===== config.mk =====
export PLATFORM = sky130hd
export DESIGN_NAME = inst_fetch_stage_flat
export DESIGN_NICKNAME = d
export VERILOG_FILES = /design/src/rtl/cpu_pkg.sv /design/src/rtl/inst_fetch_stage_if.sv /design/src/rtl/inst_fetch_stage_npc_sel.sv /design/src/rtl/inst_fetch_stage.sv /design/src/flat_wrapper.sv
export SDC_FILE = /design/constraint.sdc
export NUM_CORES = 1
export LEC_CHECK = 0
export CORE_ASPECT_RATIO = 2
export CORE_MARGIN = 2
export CORE_UTILIZATION = 40
export CTS_CLUSTER_DIAMETER = 80
export DETAILED_ROUTE_END_ITERATION = 6
export DONT_BUFFER_PORTS = 1
export PLACE_DENSITY = 0.64
export SLEW_MARGIN = 20
export SYNTH_ARGS = -nofsm -noshare
export SYNTH_HDL_FRONTEND = slang
export SYNTH_HIERARCHICAL = 1
export SYNTH_SLANG_ARGS = --single-unit

===== constraint.sdc =====
create_clock -name clk -period 2.62 [get_ports clk]
set_input_delay 0.262 -clock clk [delete_from_list [all_inputs] [get_ports clk]]
set_output_delay 0.262 -clock clk [all_outputs]
set_load 0.01 [all_outputs]

===== src/rtl/cpu_pkg.sv =====
// Shared CPU definitions: datapath widths, opcodes and instruction field positions.
package cpu_pkg;

  localparam int unsigned ADDR_W = 6;
  localparam int unsigned INST_W = 32;

  localparam logic [5:0] OP_JUMP = 6'h12;
  localparam logic [5:0] OP_BEQ  = 6'h0F;
  localparam logic [5:0] OP_BNE  = 6'h10;

  localparam int unsigned OPC_HI  = 31;
  localparam int unsigned OPC_LO  = 26;
  localparam int unsigned IMM_HI  = 25;
  localparam int unsigned IMM_LO  = 10;
  localparam int unsigned RS_HI   = 9;
  localparam int unsigned RS_LO   = 5;
  localparam int unsigned RD_HI   = 4;
  localparam int unsigned RD_LO   = 0;
  // Jump target lives in the low bits of the 26-bit field below the opcode.
  localparam int unsigned JTGT_HI = 25;

  function automatic logic is_jump(input logic [31:0] inst);
    return inst[OPC_HI:OPC_LO] == OP_JUMP;
  endfunction

endpackage


===== src/rtl/inst_fetch_stage_if.sv =====
// Fetch-stage bus: ROM address/data, downstream stall/redirect, and the IF/ID register outputs.
interface inst_fetch_stage_if #(
  parameter int unsigned ADDR_W = cpu_pkg::ADDR_W,
  parameter int unsigned INST_W = cpu_pkg::INST_W,
  parameter int unsigned CNT_W  = 16
);

  logic              stall;
  logic              redirect_valid;
  logic [ADDR_W-1:0] redirect_pc;
  logic [ADDR_W-1:0] rom_addr;
  logic [INST_W-1:0] rom_inst;
  logic              if_valid;
  logic [INST_W-1:0] if_inst;
  logic [ADDR_W-1:0] if_pc;
  logic [ADDR_W-1:0] if_pc_plus1;
  logic [CNT_W-1:0]  fetch_cnt;

  modport master (
    input  stall, redirect_valid, redirect_pc, rom_inst,
    output rom_addr, if_valid, if_inst, if_pc, if_pc_plus1, fetch_cnt
  );

  modport slave (
    output stall, redirect_valid, redirect_pc, rom_inst,
    input  rom_addr, if_valid, if_inst, if_pc, if_pc_plus1, fetch_cnt
  );

endinterface


===== src/rtl/inst_fetch_stage_npc_sel.sv =====
// Next-PC selection: redirect target, else local jump target, else sequential pc+1.
module npc_sel #(
  parameter int unsigned ADDR_W = cpu_pkg::ADDR_W,
  parameter int unsigned INST_W = cpu_pkg::INST_W
) (
  input  logic [ADDR_W-1:0] pc,
  input  logic [INST_W-1:0] rom_inst,
  input  logic              redirect_valid,
  input  logic [ADDR_W-1:0] redirect_pc,
  output logic [ADDR_W-1:0] npc
);

  logic              jump;
  logic [ADDR_W-1:0] jump_tgt;

  assign jump     = cpu_pkg::is_jump(rom_inst);
  assign jump_tgt = ADDR_W'(rom_inst[cpu_pkg::JTGT_HI:0]);

  always_comb begin
    npc = pc + 1'b1;
    if (redirect_valid) begin
      npc = redirect_pc;
    end else if (jump) begin
      npc = jump_tgt;
    end
  end

endmodule


===== src/rtl/inst_fetch_stage.sv =====
// Instruction fetch stage: owns the PC, drives the ROM address and fills the IF/ID register.
module inst_fetch_stage #(
  parameter int unsigned       ADDR_W   = cpu_pkg::ADDR_W,
  parameter int unsigned       INST_W   = cpu_pkg::INST_W,
  parameter logic [ADDR_W-1:0] RESET_PC = '0,
  parameter int unsigned       CNT_W    = 16
) (
  input logic                clk,
  input logic                rst,
  inst_fetch_stage_if.master bus
);

  logic [ADDR_W-1:0] pc;
  logic [ADDR_W-1:0] npc;
  logic              if_valid;
  logic [INST_W-1:0] if_inst;
  logic [ADDR_W-1:0] if_pc;
  logic [CNT_W-1:0]  fetch_cnt;

  npc_sel #(
    .ADDR_W(ADDR_W),
    .INST_W(INST_W)
  ) u_npc_sel (
    .pc             (pc),
    .rom_inst       (bus.rom_inst),
    .redirect_valid (bus.redirect_valid),
    .redirect_pc    (bus.redirect_pc),
    .npc            (npc)
  );

  // Redirect outranks stall; it only flushes the valid bit, leaving the rest of IF/ID as-is.
  always_ff @(posedge clk) begin
    if (rst) begin
      pc        <= RESET_PC;
      if_valid  <= 1'b0;
      if_inst   <= '0;
      if_pc     <= '0;
      fetch_cnt <= '0;
    end else if (bus.redirect_valid) begin
      pc       <= npc;
      if_valid <= 1'b0;
    end else if (!bus.stall) begin
      pc        <= npc;
      if_valid  <= 1'b1;
      if_inst   <= bus.rom_inst;
      if_pc     <= pc;
      fetch_cnt <= fetch_cnt + 1'b1;
    end
  end

  assign bus.rom_addr    = pc;
  assign bus.if_valid    = if_valid;
  assign bus.if_inst     = if_inst;
  assign bus.if_pc       = if_pc;
  assign bus.if_pc_plus1 = if_pc + 1'b1;
  assign bus.fetch_cnt   = fetch_cnt;

endmodule


===== src/flat_wrapper.sv =====
// flat-port wrapper written by rule: the top's interface ports become plain ports
module inst_fetch_stage_flat 
#(
  parameter int unsigned       ADDR_W   = cpu_pkg::ADDR_W,
  parameter int unsigned       INST_W   = cpu_pkg::INST_W,
  parameter logic [ADDR_W-1:0] RESET_PC = '0,
  parameter int unsigned       CNT_W    = 16
)
  (clk, rst, bus_stall, bus_redirect_valid, bus_redirect_pc, bus_rom_inst, bus_rom_addr, bus_if_valid, bus_if_inst, bus_if_pc, bus_if_pc_plus1, bus_fetch_cnt);
  inst_fetch_stage_if #(.ADDR_W(ADDR_W), .INST_W(INST_W), .CNT_W(CNT_W)) bus_i ();
  input logic clk;
  input logic rst;
  input wire logic [$bits(bus_i.stall)-1:0] bus_stall;
  input wire logic [$bits(bus_i.redirect_valid)-1:0] bus_redirect_valid;
  input wire logic [$bits(bus_i.redirect_pc)-1:0] bus_redirect_pc;
  input wire logic [$bits(bus_i.rom_inst)-1:0] bus_rom_inst;
  output wire logic [$bits(bus_i.rom_addr)-1:0] bus_rom_addr;
  output wire logic [$bits(bus_i.if_valid)-1:0] bus_if_valid;
  output wire logic [$bits(bus_i.if_inst)-1:0] bus_if_inst;
  output wire logic [$bits(bus_i.if_pc)-1:0] bus_if_pc;
  output wire logic [$bits(bus_i.if_pc_plus1)-1:0] bus_if_pc_plus1;
  output wire logic [$bits(bus_i.fetch_cnt)-1:0] bus_fetch_cnt;
  assign bus_i.stall = bus_stall;
  assign bus_i.redirect_valid = bus_redirect_valid;
  assign bus_i.redirect_pc = bus_redirect_pc;
  assign bus_i.rom_inst = bus_rom_inst;
  assign bus_rom_addr = bus_i.rom_addr;
  assign bus_if_valid = bus_i.if_valid;
  assign bus_if_inst = bus_i.if_inst;
  assign bus_if_pc = bus_i.if_pc;
  assign bus_if_pc_plus1 = bus_i.if_pc_plus1;
  assign bus_fetch_cnt = bus_i.fetch_cnt;
  inst_fetch_stage #(.ADDR_W(ADDR_W), .INST_W(INST_W), .RESET_PC(RESET_PC), .CNT_W(CNT_W)) u_core (.clk(clk), .rst(rst), .bus(bus_i));
endmodule

# == Word level (Yosys, flattened, before mapping) ==
# Cells that the tools add are included.
# W data, S select, Z words.
# op_classes
n_addsub,3
n_mul,0
div_mod_pow,0
order_cmp,0
eq_ne,2
shifts,0
n_mux,4
bitwise_logic,2
n_reduce_logical,2
# ops
operator,count
$mux W6,4
$add A16 B1 Y16 const B,1
$add A6 B1 Y6 const B,2
$eq A6 B5 Y1 const B,1
$ne A2 B1 Y1 const B,1
$not A1 Y1,2
$reduce_and A2 Y1,1
$reduce_or A2 Y1,1
# word_totals
reg_bits,61
latchBits,0
mem_bits_rw,0
romBits,0
in_bits,42
out_inout_bits,67
wordCells,18
memories,0

# == Longest topological paths before layout ==
# logic_depth
depth_word,5
mapped_depth,7
depth_no_buf,7

# == Modules after synthesis ==
# The synthesis kept the hierarchy.
# by_module_without_submodules
mod,instances,cells_per_inst,area_per_inst_um2,seq_area_each_um2
inst_fetch_stage,1,282,2337.2,1221.2
npc_sel,1,32,247.7,0.0

# == Least setup slack after synthesis ==
# OpenSTA, ideal clock, no wires.
# synth_path
path_kind,register to register
startpoint,reg u_core.fetch_cnt[2] (netlist: u_core/bus.fetch_cnt[2])
endpoint,reg u_core.fetch_cnt[15] (netlist: u_core/bus.fetch_cnt[15])
setup_ps,123
arrival_time_ps,1594
t_required_ps,2497
path_slack_ps,903
path_stages_with_launch,5
n_path_buf,0
synth_period_minus_slack_ps,1717
cell_sequence,dfxtp_1 > or3b_4 > or2_1 > nor3_1 > mux2_1
# synth_via
elab_chain_len,1
# synth_rtl
element,line,source
start: declaration,inst_fetch_stage.sv:18,logic [CNT_W-1:0] fetch_cnt;
start signal: assignment,inst_fetch_stage.sv:47,fetch_cnt <= fetch_cnt + 1'b1;
$add A16 B1 Y16,inst_fetch_stage.sv:47,
# No other way between the ends.
# A chain may end at the register's enable or synchronous reset.

# == Final worst setup path ==
# layout_path
startpoint,reg u_core.fetch_cnt[0] (netlist: u_core/bus.fetch_cnt[0])
endpoint,reg u_core.fetch_cnt[14] (netlist: u_core/bus.fetch_cnt[14])
# Same word-level chain as after synthesis.

==> impl.org <==
** Placed design
- Routability-driven placement finished with a final weighted congestion of 0.718.
- Once placement completed, the tool counted placed cells totaling between 300 and 400.
- In this run the tool buffered the top-level ports with 0 buffer cells.
- The HPWL after detailed placement is 4400 um.
- After detailed placement, the total cell area comes to 2640 um2.

** Synth
- In this run the cell area of the synthesized design comes to 2580 um2.
- Number of nets produced by synthesis :: 359
- For this run, the leading register cell type out of synthesis is dfxtp_1.
- Cell types with the highest counts after synthesis :: nand2_1 (93), dfxtp_1 (61), a21oi_1 (42)
- Library cell occupying the most area in the post-synthesis netlist :: dfxtp_1
- Distinct cells, synth :: 35
- Post-synth EDFFs :: 0
- The cell count after synthesis came out at 314.
- By area the synthesized netlist is led by dfxtp_1 (47%), nand2_1 (14%), a21oi_1 (8.1%).
- Share of synthesized registers carrying an async set or reset :: 0%
- Flip-flop and latch count after synthesis :: 61
- Dividing the synthesized area by the synthesized cell count gives 8.23 um2.
- The share of synthesized area in the top cell type comes to between 40% and 50%.
- Fraction of the yosys area taken by sequential cells :: 47.2%
- Library cell with the highest instance count after synthesis :: nand2_1
- Number of warnings issued by yosys :: 6

** Critical path
- Endpoint required time on the critical path :: 2.88 ns
- Nature of the critical path startpoint :: flop
- The worst setup path is captured at a flop.
- For the worst setup path, the data arrival time is 2.15 ns.
- The worst register-to-register path has a depth of 5.
- Startpoint-to-endpoint class of the critical path :: reg -> reg
- In this run the worst path has a maximum fanout of 4.

** Timing
- Worst rel slew slack :: 47.7%
- For the pin with the worst max-slew slack, the measured transition is approximately 0.79 ns.
- Setup repair after global routing left no endpoint under its margin.
- On the final layout, the worst hold slack is 0.0413 ns.
- Derived from the worst setup path, the maximum achievable clock frequency is 0.530 GHz.
- Period minus WS final :: 1.89 ns
- The count of final hold-check violations came to 0.
- Setup TNS :: 0 ns
- Clock skew on the completed layout was measured at 0.00467 ns.
- Crit share post-route :: 72.0%
- The final count of pins violating max slew came to 0.
- Setup violations remaining at the end of the flow were counted as 0.

** Clock network
- The clock drives 61 sinks.
- After clock tree synthesis, the clock-pin slew on the worst setup and hold paths is 0.05 ns.
- The number of clock buffers added by TritonCTS is 9.
- CTS placed an instance of clkbuf_16 at the clock tree root.
- Number of post-CTS setup repair buffers :: 0
- Clock latency reported for the late side of the worst-skew pair :: about 0.33 ns
- CTS tree :: done
- Maximum number of buffers from clock root to sink :: 2
- The number of gates resized after CTS was 0.
- Maximum level of the CTS H-tree :: 3
- Hold-fix buffers at CTS :: 4

** Drt
- In the final routed layout, each cell accounts on average for 16.2 um.
- Number of search-and-repair iterations in the first detailed-routing pass :: 4
- After detailed routing, the number of vias per cell comes to 5.21.
- Total detailed-routing wirelength :: 6550 um
- Drc violations :: 0
- Remaining number of nets flagged by the antenna check after routing :: 0
- Summing over every cut layer, the via total after detailed routing is between 2,000 and 2,500.
- The first routing iteration left around 110 violations.

** Global route
- Global routing used 19.5% of the available tracks across all layers.
- Entering global routing, the biggest net connects between 50 and 60 pins.
- The via count of the first global-routing pass was 2,024.
- Wire length of the first global-routing pass :: roughly 10,000 um
- Leftover overflow at the end of global routing :: 0
- Number of antenna violations at the first check in global routing :: 0

** Run status
- The run finished with clean final reports.

** Pwr
- Power spread over the standard cell area amounts to around 800 nW/um2.
- Total power :: 2.42 mW
- Leakage power :: 1.16 nW
- Worst voltage drop across the vdd grid :: ~550 uV

** Floorplan
- Core area :: 6260 um2
- DIE WIDTH :: about 61 um
- From bottom edge to top edge, the die measures 118 um.
- Rows :: 41
- Die area :: 7160 um2
- I/O pin count :: 109
- For this configuration, the core starts out at a cell density of 41.3%.

** Worst hold path
- Worst hold path cell count :: 1
- Hold WC Path Type :: in -> reg

** Layout
- Layout cells sized above 1 :: around 8.5%
- After routing the design area is slightly above 3000 um2.
- Number of antenna diodes :: 0
- The net count of the finished layout is 358.
- Leaving out filler cells and counting taps, the final layout contains 404.
- Area growth from synthesis to final layout :: 17.1%

** Job
- Across the run, the number of max-cap violations was 0.
-- where the power goes --
part	internal [mW]	switching [mW]	leakage, nW
logic	0.0513	0.0696	0.498
clock network	0.880	0.401	0.163
registers	0.964	0.0502	0.497
-- worst max-delay path, stage by stage (launching register included) --
cell and delay, ns:
dfxtp_1 0.46, ha_1 0.25, nor4bb_1 0.50, nand2_1 0.13, or3_1 0.35, a21oi_1 0.14
-- flip-flops by register name (all words and copies together) (netlist names) --
signal,cells
u_core/bus.if_inst,32
u_core/bus.if_valid,1
u_core/bus.rom_addr,6
u_core/bus.fetch_cnt,16
u_core/bus.if_pc,6
-- placed cells by master, fill, tap and decap left out, types with 2 or more instances in the layout --
master	instances
a21oi_1	42
bufinv_16	2
clkbuf_16	9
clkbuf_8	2
clkinv_2	2
dfxtp_1	61
dlygate4sd3_1	3
ha_1	3
inv_1	4
mux2i_1	11
nand2_1	93
nand3_1	7
nand4_1	2
nor2_1	19
nor3_1	5
nor4_1	3
o21ai_0	6
or3_1	4
xnor2_1	12
xor2_1	6
-- layer usage --
layer	up-vias	GRT usage (%)	share of wire [%]
met3	14	7.36	7.1
li1	1036	-	-
met2	75	33.5	54
met1	981	18.3	35
met4	0	11.8	3.2
met5	-	0	0
-- kinds of logic (layout without fill, tap and decap cells) --
kind of cell	after synthesis	count (layout)	synth area share, %
compound gates	51	51	10.3
fa+ha+maj	3	3	1.45
buf+inv	21	25	3.05
flops	61	61	47.2
simple gates	147	147	26.8
mux	13	13	5.13
xor+xnor	18	18	6.10
-- final timing paths --
kind	endpoint	slack [ns]	start
setup / recovery	u_core/bus.fetch_cnt[14]	0.73	u_core/bus.fetch_cnt[0]
hold / removal	u_core/bus.if_valid	0.04	bus_stall
setup reg to reg	u_core/bus.fetch_cnt[14]	0.73	u_core/bus.fetch_cnt[0]
hold reg to reg	u_core/bus.if_inst[16]	0.50	u_core/bus.if_inst[16]
-- cell type report --
cell class / instances / area, um2
Clock inverter: 4 / 70.1
Fill cell: 639 / 3230
Sequential cell: 61 / 1220
Tap cell: 86 / 108
Multi-Input combinational cell: 232 / 1290
Timing Repair Buffer: 5 / 65.1
Clock buffer: 12 / 256
Inverter: 4 / 15.0
-- stage by stage --
step           setup slack [ns]  util, %
2_1_floorplan             0.903        -
3_3_place_gp              0.788     42.2
3_5_place_dp              0.759     42.2
4_1_cts                   0.724     48.4
5_1_grt                   0.657     48.4
6_report                  0.733     48.4
Note: power is estimated with default switching activity, not from simulation.
